File: src/rtl/alu_result_skid_if.sv
// Handshake bundle between an ALU result producer, the skid buffer and the
// writeback consumer, plus the buffer's status outputs.
interface alu_result_skid_if #(
  parameter int unsigned WIDTH = 32
);
  localparam int unsigned RD_W  = 5;
  localparam int unsigned CNT_W = 16;

  logic             in_valid;
  logic             in_ready;
  logic [WIDTH-1:0] in_data;
  logic [RD_W-1:0]  in_rd;
  logic             in_regwrite;
  logic             out_valid;
  logic             out_ready;
  logic [WIDTH-1:0] out_data;
  logic [RD_W-1:0]  out_rd;
  logic             out_regwrite;
  logic             flush;
  logic [1:0]       occupancy;
  logic [CNT_W-1:0] xfer_count;

  // Environment side: producer, consumer and pipeline control
  modport master (
    output in_valid, in_data, in_rd, in_regwrite, out_ready, flush,
    input  in_ready, out_valid, out_data, out_rd, out_regwrite, occupancy, xfer_count
  );

  // Buffer side
  modport slave (
    input  in_valid, in_data, in_rd, in_regwrite, out_ready, flush,
    output in_ready, out_valid, out_data, out_rd, out_regwrite, occupancy, xfer_count
  );
endinterface

File: src/rtl/alu_result_skid.sv
// Two-entry skid buffer for ALU results: main entry drives the outputs, the
// skid entry absorbs one result so in_ready can be fully registered.
module alu_result_skid #(
  parameter int unsigned WIDTH = 32
) (
  input  logic              clk,
  input  logic              rst,
  alu_result_skid_if.slave  bus
);
  localparam int unsigned RD_W  = 5;
  localparam int unsigned CNT_W = 16;
  localparam logic [CNT_W-1:0] CNT_MAX = '1;

  typedef struct packed {
    logic [WIDTH-1:0] data;
    logic [RD_W-1:0]  rd;
    logic             regwrite;
  } entry_t;

  typedef enum logic [1:0] {
    EMPTY = 2'd0,
    ONE   = 2'd1,
    FULL  = 2'd2
  } state_t;

  state_t           state_q, state_d;
  entry_t           main_q, main_d;
  entry_t           skid_q, skid_d;
  entry_t           in_entry;
  logic             in_ready_q;
  logic             out_valid_q;
  logic [1:0]       occ_q, occ_d;
  logic [CNT_W-1:0] xfer_q, xfer_d;
  logic             in_xfer;
  logic             out_xfer;

  assign in_entry = '{data: bus.in_data, rd: bus.in_rd, regwrite: bus.in_regwrite};
  assign in_xfer  = bus.in_valid & in_ready_q;
  assign out_xfer = out_valid_q & bus.out_ready;

  // Next-state, entry movement and transfer counter
  always_comb begin
    state_d = state_q;
    main_d  = main_q;
    skid_d  = skid_q;
    occ_d   = 2'd0;
    xfer_d  = xfer_q;

    if (out_xfer && (xfer_q != CNT_MAX)) begin
      xfer_d = xfer_q + CNT_W'(1);
    end

    if (bus.flush) begin
      // Main keeps its contents so out_* retain their last value
      state_d = EMPTY;
    end else begin
      unique case (state_q)
        EMPTY: begin
          if (in_xfer) begin
            main_d  = in_entry;
            state_d = ONE;
          end
        end
        ONE: begin
          if (in_xfer && out_xfer) begin
            main_d = in_entry;
          end else if (in_xfer) begin
            skid_d  = in_entry;
            state_d = FULL;
          end else if (out_xfer) begin
            state_d = EMPTY;
          end
        end
        FULL: begin
          if (out_xfer) begin
            main_d  = skid_q;
            state_d = ONE;
          end
        end
        default: state_d = EMPTY;
      endcase
    end

    unique case (state_d)
      ONE:     occ_d = 2'd1;
      FULL:    occ_d = 2'd2;
      default: occ_d = 2'd0;
    endcase
  end

  // State, storage and registered status outputs
  always_ff @(posedge clk) begin
    if (!rst) begin
      state_q     <= EMPTY;
      main_q      <= '0;
      skid_q      <= '0;
      in_ready_q  <= 1'b1;
      out_valid_q <= 1'b0;
      occ_q       <= 2'd0;
      xfer_q      <= '0;
    end else begin
      state_q     <= state_d;
      main_q      <= main_d;
      skid_q      <= skid_d;
      in_ready_q  <= (state_d != FULL);
      out_valid_q <= (state_d != EMPTY);
      occ_q       <= occ_d;
      xfer_q      <= xfer_d;
    end
  end

  assign bus.in_ready     = in_ready_q;
  assign bus.out_valid    = out_valid_q;
  assign bus.out_data     = main_q.data;
  assign bus.out_rd       = main_q.rd;
  assign bus.out_regwrite = main_q.regwrite;
  assign bus.occupancy    = occ_q;
  assign bus.xfer_count   = xfer_q;
endmodule

File: src/flat_wrapper.sv
// flat-port wrapper written by rule: the top's interface ports become plain ports
module alu_result_skid_flat 
#(
  parameter int unsigned WIDTH = 32
)
  (clk, rst, bus_in_valid, bus_in_data, bus_in_rd, bus_in_regwrite, bus_out_ready, bus_flush, bus_in_ready, bus_out_valid, bus_out_data, bus_out_rd, bus_out_regwrite, bus_occupancy, bus_xfer_count);
  alu_result_skid_if #(.WIDTH(WIDTH)) bus_i ();
  input  logic clk;
  input  logic rst;
  input wire logic [$bits(bus_i.in_valid)-1:0] bus_in_valid;
  input wire logic [$bits(bus_i.in_data)-1:0] bus_in_data;
  input wire logic [$bits(bus_i.in_rd)-1:0] bus_in_rd;
  input wire logic [$bits(bus_i.in_regwrite)-1:0] bus_in_regwrite;
  input wire logic [$bits(bus_i.out_ready)-1:0] bus_out_ready;
  input wire logic [$bits(bus_i.flush)-1:0] bus_flush;
  output wire logic [$bits(bus_i.in_ready)-1:0] bus_in_ready;
  output wire logic [$bits(bus_i.out_valid)-1:0] bus_out_valid;
  output wire logic [$bits(bus_i.out_data)-1:0] bus_out_data;
  output wire logic [$bits(bus_i.out_rd)-1:0] bus_out_rd;
  output wire logic [$bits(bus_i.out_regwrite)-1:0] bus_out_regwrite;
  output wire logic [$bits(bus_i.occupancy)-1:0] bus_occupancy;
  output wire logic [$bits(bus_i.xfer_count)-1:0] bus_xfer_count;
  assign bus_i.in_valid = bus_in_valid;
  assign bus_i.in_data = bus_in_data;
  assign bus_i.in_rd = bus_in_rd;
  assign bus_i.in_regwrite = bus_in_regwrite;
  assign bus_i.out_ready = bus_out_ready;
  assign bus_i.flush = bus_flush;
  assign bus_in_ready = bus_i.in_ready;
  assign bus_out_valid = bus_i.out_valid;
  assign bus_out_data = bus_i.out_data;
  assign bus_out_rd = bus_i.out_rd;
  assign bus_out_regwrite = bus_i.out_regwrite;
  assign bus_occupancy = bus_i.occupancy;
  assign bus_xfer_count = bus_i.xfer_count;
  alu_result_skid #(.WIDTH(WIDTH)) u_core (.clk(clk), .rst(rst), .bus(bus_i));
endmodule
File: config.mk
export PLATFORM = sky130hd
export DESIGN_NAME = alu_result_skid_flat
export DESIGN_NICKNAME = d
export VERILOG_FILES = /design/src/rtl/alu_result_skid_if.sv /design/src/rtl/alu_result_skid.sv /design/src/flat_wrapper.sv
export SDC_FILE = /design/constraint.sdc
export NUM_CORES = 1
export LEC_CHECK = 0
export ABC_AREA = 1
export BUFFER_PORTS_ARGS = -buffer_cell sky130_fd_sc_hd__clkbuf_2
export CAP_MARGIN = 20
export CORE_MARGIN = 5
export CORE_UTILIZATION = 25
export CTS_CLUSTER_SIZE = 40
export DETAILED_ROUTE_END_ITERATION = 12
export PLACE_DENSITY = 0.47
export SLEW_MARGIN = 25
export SYNTH_ARGS = -nofsm -noshare
export SYNTH_HDL_FRONTEND = slang
export SYNTH_SLANG_ARGS = --single-unit
File: constraint.sdc
create_clock -name clk -period 2.7 [get_ports clk]
set_clock_uncertainty 0.15 [all_clocks]
set_input_delay 0.405 -clock clk [delete_from_list [all_inputs] [get_ports clk]]
set_output_delay 0.405 -clock clk [all_outputs]
set_load 0.02 [all_outputs]
==> results of run 1 <==
[kinds of logic (layout without fill, tap and decap cells)]
logic type / Yosys count / count (layout) / share of synthesized area, %
AOI/OAI and AO/OA: 133 / 133 / 16.03
xor gates and xnor gates: 6 / 6 / 1.187
adders and majority gates: 1 / 1 / 0.2826
buffers and inverters: 100 / 184 / 10.60
DFF: 98 / 98 / 44.32
and+or+nand+nor: 296 / 296 / 27.59
[worst max-delay path: cells and delay by family (launching register included)]
family / cells / cell delay [ps]
DFF: 1 / 430
AOI/OAI and AO/OA: 2 / 630
adders and majority gates: 1 / 240
and+or+nand+nor: 4 / 410
[area by class of cell]
class	instances	area (µm²)	share of cell area [%]
Timing Repair Buffer	110	600.6	11.08
Multi-Input combinational cell	436	2011	37.10
Clock buffer	10	239.0	4.410
Clock inverter	5	102.6	1.893
Tap cell	225	281.5	5.195
Inverter	59	221.5	4.087
Sequential cell	98	1963	36.23
[synthesized netlist by cell type (all sizes together)]
cell type	count
nand2	131
nor2	109
dfxtp	98
o21ai	82
inv	59
a21oi	50
nand3	49
buf	25
clkbuf	16
nand4	4
xor2	4
nor3	2
xnor2	2
ha	1
nand3b	1
o31ai	1
[final timing paths]
path,endpoint,slack [ps],cells past startpoint
min,u_core.skid_q[36]$_SDFFE_PN0P_,170,3
max,u_core.bus.xfer_count[6]$_SDFFE_PN0P_,770,7
max reg2reg,u_core.bus.xfer_count[6]$_SDFFE_PN0P_,770,7
min reg2reg,u_core.bus.out_data[11]$_SDFFE_PN0P_,290,2
[through the flow]
step | setup slack (ps) | hold WS, ps | utilization, %
2_1_floorplan | 916.1 | 304.8 | -
3_3_place_gp | 782.7 | 282.9 | 29.25
3_5_place_dp | 752.0 | 287.3 | 29.25
4_1_cts | 719.9 | 152.1 | 31.22
5_1_grt | 545.6 | 171.8 | 31.22
6_report | 766.6 | 165.3 | 31.22
[state kept, by name (all words and copies together), names as in the netlist]
| register | flops |
|---|---|
| u_core.bus.in_ready | 1 |
| u_core.bus.occupancy | 2 |
| u_core.bus.out_data | 32 |
| u_core.bus.out_rd | 5 |
| u_core.bus.out_regwrite | 1 |
| u_core.bus.out_valid | 1 |
| u_core.bus.xfer_count | 16 |
| u_core.skid_q | 38 |
| u_core.state_q | 2 |
[power groups by stage]
stage	Sequential, µW	Clock (µW)	Combinational, µW
after global placement	1570	0	374
after detailed placement	1580	0	371
after floorplan	1630	0	183
final	1540	1480	365
after global routing	1550	1610	413
after CTS	1540	1540	372
[routing by layer]
metal	vias up	wire length [µm]	global-route usage [%]
met5	-	0	0
met2	77	5285	17.93
met1	1815	6013	17.27
met4	0	68	4.152
li1	2194	-	-
met3	4	788	3.851
==> reports/qor.log, run 1 <==
INFO  outcome        status=finished, final reports clean
INFO  clock_tree     clock_tree.htree_level_count=3
INFO  finish         finish.cell_count_without_fillers=943
INFO  power          sw_frac_of_total=24.54%
INFO  timing         final_hold_violations=0
INFO  setup_path     slowest_cell_on_crit_path=sky130_fd_sc_hd__o21ai_2
INFO  synth          synth_seq_cells=98
INFO  power          pwr-share-seq=45.5%
INFO  finish         num_antenna_cells=0
INFO  floorplanning  ios=101
INFO  synth          synth-warning-count=0
INFO  setup_path     critPathMostFrequentCell=sky130_fd_sc_hd__nand2_1
INFO  timing         final_period_minus_worst_setup_slack=1933ps
INFO  floorplanning  start_util=25.50%
INFO  timing         worst_slew_pin_slew=557.6ps
INFO  finish         area_delta_synth_final=22.41%
INFO  place          portBuffers=100
INFO  floorplanning  die_footprint=0.02047mm²
INFO  route          detail_route.iter0.violations=269
INFO  power          power_switching=832.1µW
INFO  setup_path     critPathCaptureType=flop
INFO  synth          synth_area_leader_cell=sky130_fd_sc_hd__dfxtp_1
INFO  place          gp_congestion=0.7496
INFO  grt            grt_antenna_before_repair=0
INFO  route          1st_pass_router_iterations=4
INFO  power          worst_ir_drop_vdd=0.0003008V
INFO  place          dpl.cell_count=928
INFO  route          routedWlPerCell=12.89µm
INFO  timing         finalSetupViolations=0
INFO  finish         layout-drive-gt1-share=21.45%
INFO  grt            first_pass_grt_wire_length=20210µm
INFO  grt            groute.usage.overall=12.33%
INFO  clock_tree     cts_tree=done
INFO  route          detail-route-antenna-nets=0
INFO  timing         timing.slew.headroom=62.82%
INFO  synth          post_synth_main_area_contributors=sky130_fd_sc_hd__dfxtp_1 (44%), sky130_fd_sc_hd__nand2_1 (11%), sky130_fd_sc_hd__nor2_1 (8.8%)
INFO  synth          yosysTopAreaCellShare=44.32%
INFO  worst_hold_path hold_crit_start=bus_in_data[30]
INFO  synth          netlist_instances=634
INFO  timing         setup_tns=0ps
INFO  finish         layout.cells.most_common=sky130_fd_sc_hd__nand2_1
INFO  grt            largest_net_degree_at_the_start_of_global_routing=53
INFO  clock_tree     clk-insertion-delay-late=350ps
INFO  timing         finalMaxSlewViolations=0
INFO  grt            first_global_vias=3936
INFO  worst_hold_path holdCritPathClass=in2reg
INFO  route          route.detailed.vias_per_inst=4.337
INFO  power          power.static_leakage=0.002318µW
INFO  clock_tree     post_cts_resize_count=0
INFO  route          via_count=4090
INFO  place          hpwl=8243µm
INFO  floorplanning  rows=48
INFO  power          power_density=625.6mW/mm²
INFO  grt            congestion_overflow_gr=0
INFO  power          combPwrFrac=10.8%
INFO  floorplanning  die_x=143.1µm
INFO  power          p_clk_share=43.7%
INFO  synth          synth.cell_area=0.004427mm²
INFO  power          finalPower=3390µW
INFO  floorplanning  floorplan.die.height=143.1µm
INFO  timing         final_min_period_over_clock_period=71.61%
INFO  timing         clock.fmax=0.5172GHz
INFO  setup_path     worst_ep_arrival_time=2070ps
INFO  synth          synth-seq-area-share=44.32%
INFO  clock_tree     postCtsHoldBufs=0
INFO  clock_tree     cts_setup_buffers=0
INFO  job            max_cap_viol_count=0
INFO  floorplanning  core_area=0.01736mm²
INFO  route          routed_wirelength=12160µm
INFO  setup_path     delay_of_the_slowest_critical_path_stage=480ps
INFO  setup_path     setup.worst_path.start=u_core.bus.xfer_count[0]$_SDFFE_PN0P_
INFO  synth          postSynthAreaPerCell=6.982µm²
INFO  clock_tree     worst_setup_hold_path_clk_slew=70ps
INFO  clock_tree     clock_sinks=98
INFO  timing         grt_setup_unrepaired=false
INFO  setup_path     crit-reg2reg-launch=u_core.bus.xfer_count[0]$_SDFFE_PN0P_
INFO  synth          postSynthNetCount=678
INFO  setup_path     crit_type=reg2reg
INFO  finish         fillers=1947
INFO  setup_path     worstSetupStartpointType=flop
INFO  setup_path     cp_data_required_time=2840ps
INFO  finish         final_nets=758
INFO  synth          yosysUniqueCellTypes=27
INFO  clock_tree     clock_tree.root_cell=sky130_fd_sc_hd__clkbuf_16
INFO  setup_path     path_cells=ha_1 > nand2_1 > nor2_2 > nand2_2 > o21ai_2 > nand2_1 > a21oi_2
INFO  finish         layout.cells.most_common_list=sky130_fd_sc_hd__nand2_1 (126), sky130_fd_sc_hd__nor2_1 (104), sky130_fd_sc_hd__clkbuf_2 (100)
INFO  place          detailed_place.area=0.005077mm²
INFO  finish         post-route-cell-area=0.005419mm²
INFO  clock_tree     cts_buffers=9
INFO  setup_path     crit_path_max_fanout=12
INFO  clock_tree     cts-root-to-sink-buffers=2
INFO  power          internal_power=2558µW
INFO  route          drcViolationCount=0
No activity file was read; power rests on OpenSTA's default activity.
==> inputs of run 2 (changes only) <==
PLACE_DENSITY = 0.49   (was 0.47)
clock period = 1.57 ns   (was 2.7 ns; I/O delays follow)
==> reports/qor.log, run 2 (synthesized netlist as in run 1, its figures left out) <==
INFO  outcome        status=complete, but fails checks
INFO  outcome        violations_in_the_final_reports=hold timing
INFO  worst_hold_path hold-path-cell-count=3
INFO  clock_tree     worst_setup_hold_path_clk_slew=70ps
INFO  job            max_cap_viol_count=0
INFO  timing         finalMaxSlewViolations=0
INFO  power          pwr-share-seq=46.4%
INFO  route          detail-route-antenna-nets=0
INFO  grt            global_route.usage.met2=19.68%
INFO  clock_tree     clock_sinks=98
INFO  grt            largest_net_degree_at_the_start_of_global_routing=53
INFO  timing         hold_ws=-1.080ps
INFO  route          via_count=4201
INFO  grt            first_pass_grt_wire_length=20550µm
INFO  floorplanning  start_util=25.50%
INFO  timing         final_period_minus_worst_setup_slack=1539ps
INFO  clock_tree     cts-root-to-sink-buffers=2
INFO  route          route.detailed.vias_per_inst=4.239
INFO  setup_path     crit_type=reg2reg
INFO  place          hpwl=8708µm
INFO  setup_path     critical_path_s_top_delay_family=simple AND/OR/NAND/NOR gates
INFO  setup_path     path_cells=ha_4 > nand2_2 > nor2_2 > nand2_2 > o21ai_4 > buf_6 > nor2_1 > nor2_1 > nor2_1
INFO  clock_tree     clock_tree.htree_level_count=3
INFO  setup_path     cp_data_required_time=1660ps
INFO  place          portBuffers=100
INFO  timing         final_hold_violations=1
INFO  floorplanning  ios=101
INFO  floorplanning  die_footprint=0.02047mm²
INFO  finish         finish.cell_count_without_fillers=991
INFO  power          power.static_leakage=0.002576µW
INFO  setup_path     critPathMostFrequentCell=sky130_fd_sc_hd__nor2_1
INFO  setup_path     delay_of_the_slowest_critical_path_stage=380ps
INFO  grt            grt_util_met1=16.30%
INFO  setup_path     crit-reg2reg-launch=u_core.bus.xfer_count[1]$_SDFFE_PN0P_
INFO  timing         worst_slew_pin_slew=327.0ps
INFO  finish         layout-drive-gt1-share=26.24%
INFO  grt            top_usage_layer=met2
INFO  finish         layout.cells.most_common_list=sky130_fd_sc_hd__nand2_1 (116), sky130_fd_sc_hd__nor2_1 (102), sky130_fd_sc_hd__clkbuf_2 (100)
INFO  floorplanning  rows=48
INFO  timing         grt_setup_unrepaired=true
INFO  setup_path     reg2regPathDepth=9
INFO  worst_hold_path holdCritPathClass=in2reg
INFO  power          internal_power=4260µW
INFO  timing         setup_tns=0ps
INFO  power          p_clk_share=41.2%
INFO  setup_path     worstSetupStartpointType=flop
INFO  setup_path     worst_ep_arrival_time=1630ps
INFO  setup_path     critPathCaptureType=flop
INFO  worst_hold_path hold_crit_start=bus_in_data[4]
INFO  timing         finalSetupViolations=0
INFO  setup_path     crit_path_max_fanout=6
INFO  grt            grt_use_met3=3.115%
INFO  setup_path     critPathBufInv=1
INFO  timing         final_min_period_over_clock_period=98.00%
INFO  timing         timing.slew.headroom=78.20%
INFO  route          1st_pass_router_iterations=4
INFO  setup_path     rr_endpoint=u_core.bus.xfer_count[15]$_SDFFE_PN0P_
INFO  timing         clock.fmax=0.6499GHz
INFO  route          detail_route.iter0.violations=204
INFO  clock_tree     cts_buffers=9
INFO  clock_tree     cts_setup_buffers=0
INFO  power          combPwrFrac=12.5%
INFO  finish         final_nets=806
INFO  finish         flip_flop_count_of_the_largest_register_all_copies_and_words_added=38
INFO  route          routedWlPerCell=12.44µm
INFO  setup_path     regToRegSetupSlack=30ps
INFO  route          drcViolationCount=0
INFO  finish         area_delta_synth_final=34.62%
INFO  clock_tree     clock_tree.root_cell=sky130_fd_sc_hd__clkbuf_16
INFO  setup_path     slowest_cell_on_crit_path=sky130_fd_sc_hd__dfxtp_4
INFO  grt            groute.usage.overall=12.37%
INFO  grt            first_global_vias=4126
INFO  finish         layout.cells.most_common=sky130_fd_sc_hd__nand2_1
INFO  clock_tree     cts_tree=done
INFO  finish         num_antenna_cells=0
INFO  power          power_switching=1443µW
INFO  place          dpl.cell_count=957
INFO  floorplanning  die_x=143.1µm
INFO  power          power_density=957.0mW/mm²
INFO  finish         largest-register=u_core.skid_q
INFO  power          worst_ir_drop_vdd=0.0005868V
INFO  grt            grt_antenna_before_repair=0
INFO  floorplanning  floorplan.die.height=143.1µm
INFO  place          gp_congestion=0.7995
INFO  power          sw_frac_of_total=25.30%
INFO  clock_tree     clk-insertion-delay-late=340ps
INFO  floorplanning  core_area=0.01736mm²
INFO  route          routed_wirelength=12330µm
INFO  grt            congestion_overflow_gr=0
INFO  worst_hold_path end_of_the_worst_hold_path=u_core.skid_q[10]$_SDFFE_PN0P_
-- run 2: what timing repair did --
action	CTS	global route
endpoints found under the setup margin	0	26
resized for setup	0	28
hold endpoints to repair	19	0
hold buffers	19	0
-- run 2: how the worst max path moves through the flow --
stage                                                      from                                endpoint  depth (start not counted)
after floorplan           u_core.bus.xfer_count[7]$_SDFFE_PN0P_  u_core.bus.xfer_count[11]$_SDFFE_PN0P_                          8
after global placement    u_core.bus.xfer_count[1]$_SDFFE_PN0P_  u_core.bus.xfer_count[10]$_SDFFE_PN0P_                         11
after detailed placement  u_core.bus.xfer_count[1]$_SDFFE_PN0P_  u_core.bus.xfer_count[10]$_SDFFE_PN0P_                         11
after CTS                 u_core.bus.xfer_count[1]$_SDFFE_PN0P_  u_core.bus.xfer_count[10]$_SDFFE_PN0P_                         11
after global routing      u_core.bus.xfer_count[1]$_SDFFE_PN0P_  u_core.bus.xfer_count[10]$_SDFFE_PN0P_                         11
final                     u_core.bus.xfer_count[1]$_SDFFE_PN0P_  u_core.bus.xfer_count[15]$_SDFFE_PN0P_                          9
-- run 2: final cells by class --
cell class                      instances  area [µm²]
Tap cell                              225       281.5
Fill cell                            1888       11400
Inverter                               59       221.5
Clock inverter                          5       78.83
Timing Repair Buffer                  158        1094
Multi-Input combinational cell        436        2079
Sequential cell                        98        1976
Clock buffer                           10       229.0
-- run 2: metal layers --
metal / up-vias / wire [µm]
met1: 1832 / 6001
met2: 74 / 5453
met3: 10 / 715
li1: 2285 / -
met4: 0 / 156
met5: - / 0
-- run 2: power by group through the flow --
stage                     clock (µW)  combinational (µW)  sequential [µW]
after floorplan                    0                 315             2800
after global placement             0                 674             2700
after detailed placement           0                 676             2700
after CTS                       2450                 718             2650
after global routing            2520                 799             2660
final                           2350                 711             2640
-- run 2: tightest hold or removal path, cell delays in order --
cell and delay [ps]:
sky130_fd_sc_hd__clkbuf_2 90, sky130_fd_sc_hd__o21ai_1 60, sky130_fd_sc_hd__nor2_1 70
-- run 2: through the flow --
step | power [µW] | cell area [µm²] | utilization [%] | setup slack (ps) | hold WS (ps)
after global routing | 5976 | 5959 | 34.34 | -65.64 | 17.67
after CTS | 5811 | 5883 | 33.90 | 21.01 | 1.191
after global placement | 3376 | 5385 | 31.03 | 50.24 | 282.1
after detailed placement | 3381 | 5385 | 31.03 | 31.33 | 285.9
final | 5703 | 5959 | 34.34 | 31.41 | -1.080
after floorplan | 3116 | 4452 | - | 4.396 | 231.2
==> inputs of run 3 (changes only) <==
CORE_MARGIN = default   (was 5)
==> reports/qor.log, run 3 (synthesized netlist as in run 1, its figures left out) <==
INFO  timing         final_hold_violations=0
INFO  timing         final_min_period_over_clock_period=96.08%
INFO  finish         largest-register=u_core.skid_q
INFO  floorplanning  floorplan.die.height=135.1µm
INFO  finish         layout-drive-gt1-share=27.27%
INFO  finish         final_core_utilization=34.66%
INFO  finish         layout.cells.most_common=sky130_fd_sc_hd__nand2_1
INFO  grt            grt_antenna_before_repair=0
INFO  finish         finish.cell_count_without_fillers=995
INFO  setup_path     crit-reg2reg-launch=u_core.bus.xfer_count[1]$_SDFFE_PN0P_
INFO  power          power.static_leakage=0.002591µW
INFO  clock_tree     cts_tree=done
INFO  timing         clock.fmax=0.6629GHz
INFO  setup_path     rr_endpoint=u_core.bus.xfer_count[2]$_SDFFE_PN0P_
INFO  finish         final_nets=811
INFO  grt            congestion_overflow_gr=0
INFO  route          1st_pass_router_iterations=4
INFO  route          routedWlPerCell=11.85µm
INFO  setup_path     slowest_cell_on_crit_path=sky130_fd_sc_hd__dfxtp_4
INFO  finish         post-route-cell-area=0.005996mm²
INFO  setup_path     delay_of_the_slowest_critical_path_stage=370ps
INFO  setup_path     setup.worst_path.start=u_core.bus.xfer_count[1]$_SDFFE_PN0P_
INFO  finish         ff_latch_area=0.001979mm²
INFO  grt            largest_net_degree_at_the_start_of_global_routing=53
INFO  place          detailed_place.area=0.005413mm²
INFO  floorplanning  rows=48
INFO  power          finalPower=5586µW
INFO  setup_path     critPathMostFrequentCell=sky130_fd_sc_hd__nand2_2
INFO  finish         num_antenna_cells=0
INFO  setup_path     crit_type=reg2reg
INFO  place          placement.setup.worst_slack=37.26ps
INFO  place          hpwl=8159µm
INFO  place          gp_congestion=0.7492
INFO  finish         multi_input_area=0.002081mm²
INFO  worst_hold_path hold-path-cell-count=3
INFO  worst_hold_path holdCritPathClass=in2reg
INFO  setup_path     worstSetupStartpointType=flop
INFO  setup_path     path_cells=ha_4 > nand2_2 > nor2_2 > nand2_2 > o21ai_4 > buf_6 > nand2_1 > a21oi_2
INFO  setup_path     worst_ep_arrival_time=1640ps
INFO  timing         final_period_minus_worst_setup_slack=1508ps
INFO  route          via_count=4235
INFO  setup_path     reg2regPathDepth=8
INFO  grt            first_pass_grt_wire_length=19420µm
INFO  finish         layout.cells.most_common_list=sky130_fd_sc_hd__nand2_1 (119), sky130_fd_sc_hd__clkbuf_2 (100), sky130_fd_sc_hd__nor2_1 (96)
INFO  clock_tree     clock_tree.root_cell=sky130_fd_sc_hd__clkbuf_16
INFO  floorplanning  start_util=25.59%
INFO  timing         finalSetupViolations=0
INFO  job            max_cap_viol_count=0
INFO  floorplanning  die_x=135.1µm
INFO  clock_tree     clock_sinks=98
INFO  clock_tree     cts_buffers=9
INFO  place          portBuffers=100
INFO  timing         timing.slew.headroom=79.94%
INFO  clock_tree     cts-root-to-sink-buffers=2
INFO  clock_tree     cts_setup_buffers=0
INFO  route          drcViolationCount=0
INFO  floorplanning  core_area=0.01730mm²
INFO  finish         fillers=1894
INFO  timing         worst_slew_pin_slew=300.9ps
INFO  finish         area_delta_synth_final=35.44%
INFO  route          route.detailed.vias_per_inst=4.256
INFO  route          routed_wirelength=11790µm
INFO  setup_path     regToRegSetupSlack=60ps
INFO  setup_path     cp_data_required_time=1700ps
INFO  place          dpl.cell_count=959
INFO  route          detail-route-antenna-nets=0
INFO  timing         grt_setup_unrepaired=true
INFO  power          worst_ir_drop_vdd=0.0004961V
INFO  worst_hold_path hold_crit_start=bus_in_data[2]
INFO  timing         post-route-worst-setup-slack=61.52ps
INFO  worst_hold_path end_of_the_worst_hold_path=u_core.skid_q[8]$_SDFFE_PN0P_
INFO  grt            first_global_vias=3860
INFO  route          detail_route.iter0.violations=169
INFO  clock_tree     clock_tree.htree_level_count=3
INFO  grt            groute.usage.overall=13.69%
INFO  timing         finalMaxSlewViolations=0
INFO  setup_path     critPathCaptureType=flop
INFO  clock_tree     worst_setup_hold_path_clk_slew=70ps
INFO  clock_tree     clk-insertion-delay-late=340ps
INFO  setup_path     crit_path_max_fanout=7
INFO  floorplanning  ios=101
INFO  outcome        status=finished, final reports clean
INFO  floorplanning  die_footprint=0.01824mm²
INFO  power          power_density=931.6mW/mm²
INFO  finish         flip_flop_count_of_the_largest_register_all_copies_and_words_added=38
## run 3: cell count changes in the layout (fill, tap and decap cells not counted), moves of 2 or more
cell | previous run | this run
sky130_fd_sc_hd__nand2_2 | 14 | 12
sky130_fd_sc_hd__nor2_2 | 5 | 11
sky130_fd_sc_hd__buf_6 | 6 | 3
sky130_fd_sc_hd__dfxtp_1 | 93 | 90
sky130_fd_sc_hd__nand2_1 | 116 | 119
sky130_fd_sc_hd__nor2_1 | 102 | 96
sky130_fd_sc_hd__dfxtp_2 | 2 | 5
sky130_fd_sc_hd__buf_4 | 26 | 30
sky130_fd_sc_hd__dlygate4sd3_1 | 19 | 22
sky130_fd_sc_hd__clkbuf_8 | 0 | 2
## run 3: through the flow
step / TNS, ps / hold slack, ps
after floorplan: 0 / 231.2
after global placement: 0 / 283.9
after detailed placement: 0 / 285.9
after CTS: 0 / 0.3589
after global routing: -83.08 / 10.97
final: 0 / 3.965
## run 3: how the worst max path moves through the flow
| stage | cells after the start | endpoint | slack, ps |
|---|---|---|---|
| floorplan | 8 | u_core.bus.xfer_count[11]$_SDFFE_PN0P_ | 4 |
| global placement | 7 | u_core.bus.xfer_count[15]$_SDFFE_PN0P_ | 30 |
| detailed placement | 6 | u_core.bus.out_data[13]$_SDFFE_PN0P_ | 40 |
| CTS | 8 | u_core.bus.xfer_count[2]$_SDFFE_PN0P_ | 10 |
| global route | 8 | u_core.bus.xfer_count[15]$_SDFFE_PN0P_ | -30 |
| finish | 8 | u_core.bus.xfer_count[2]$_SDFFE_PN0P_ | 60 |
## run 3: final cells by class
class | instances | share of cell area (%)
Timing Repair Buffer | 163 | 19.01
Tap cell | 225 | 4.695
Clock buffer | 11 | 4.215
Inverter | 59 | 3.694
Sequential cell | 98 | 33.01
Multi-Input combinational cell | 436 | 34.70
Clock inverter | 3 | 0.6678
## run 3: power by group
group	switching, µW	internal, µW	total [µW]	leakage, µW
registers	56.9	2590	2650	0.000803
clock network	931	1300	2230	0.000147
logic	425	283	708	0.00164
## run 3: per-layer routing
layer	global-route usage, %	routed length (µm)	up-vias
li1	-	-	2288
met1	18.53	5963	1859
met2	21.02	5196	77
met3	2.665	455	11
met4	5.993	174	0
met5	0	0	-
## run 3: critical path, delay by kind of cell, from the launching register on
kind / cells / cell delay (ps)
simple gates: 4 / 310
flops: 1 / 370
buf+inv: 1 / 150
compound gates: 2 / 300
fa+ha+maj: 1 / 150
## run 3: timing repair
| item | in CTS | in global routing |
|---|---|---|
| hold endpoints to repair | 22 | 0 |
| hold buffers | 22 | 0 |
| gates resized for setup | 0 | 31 |
| setup endpoints to repair | 0 | 53 |
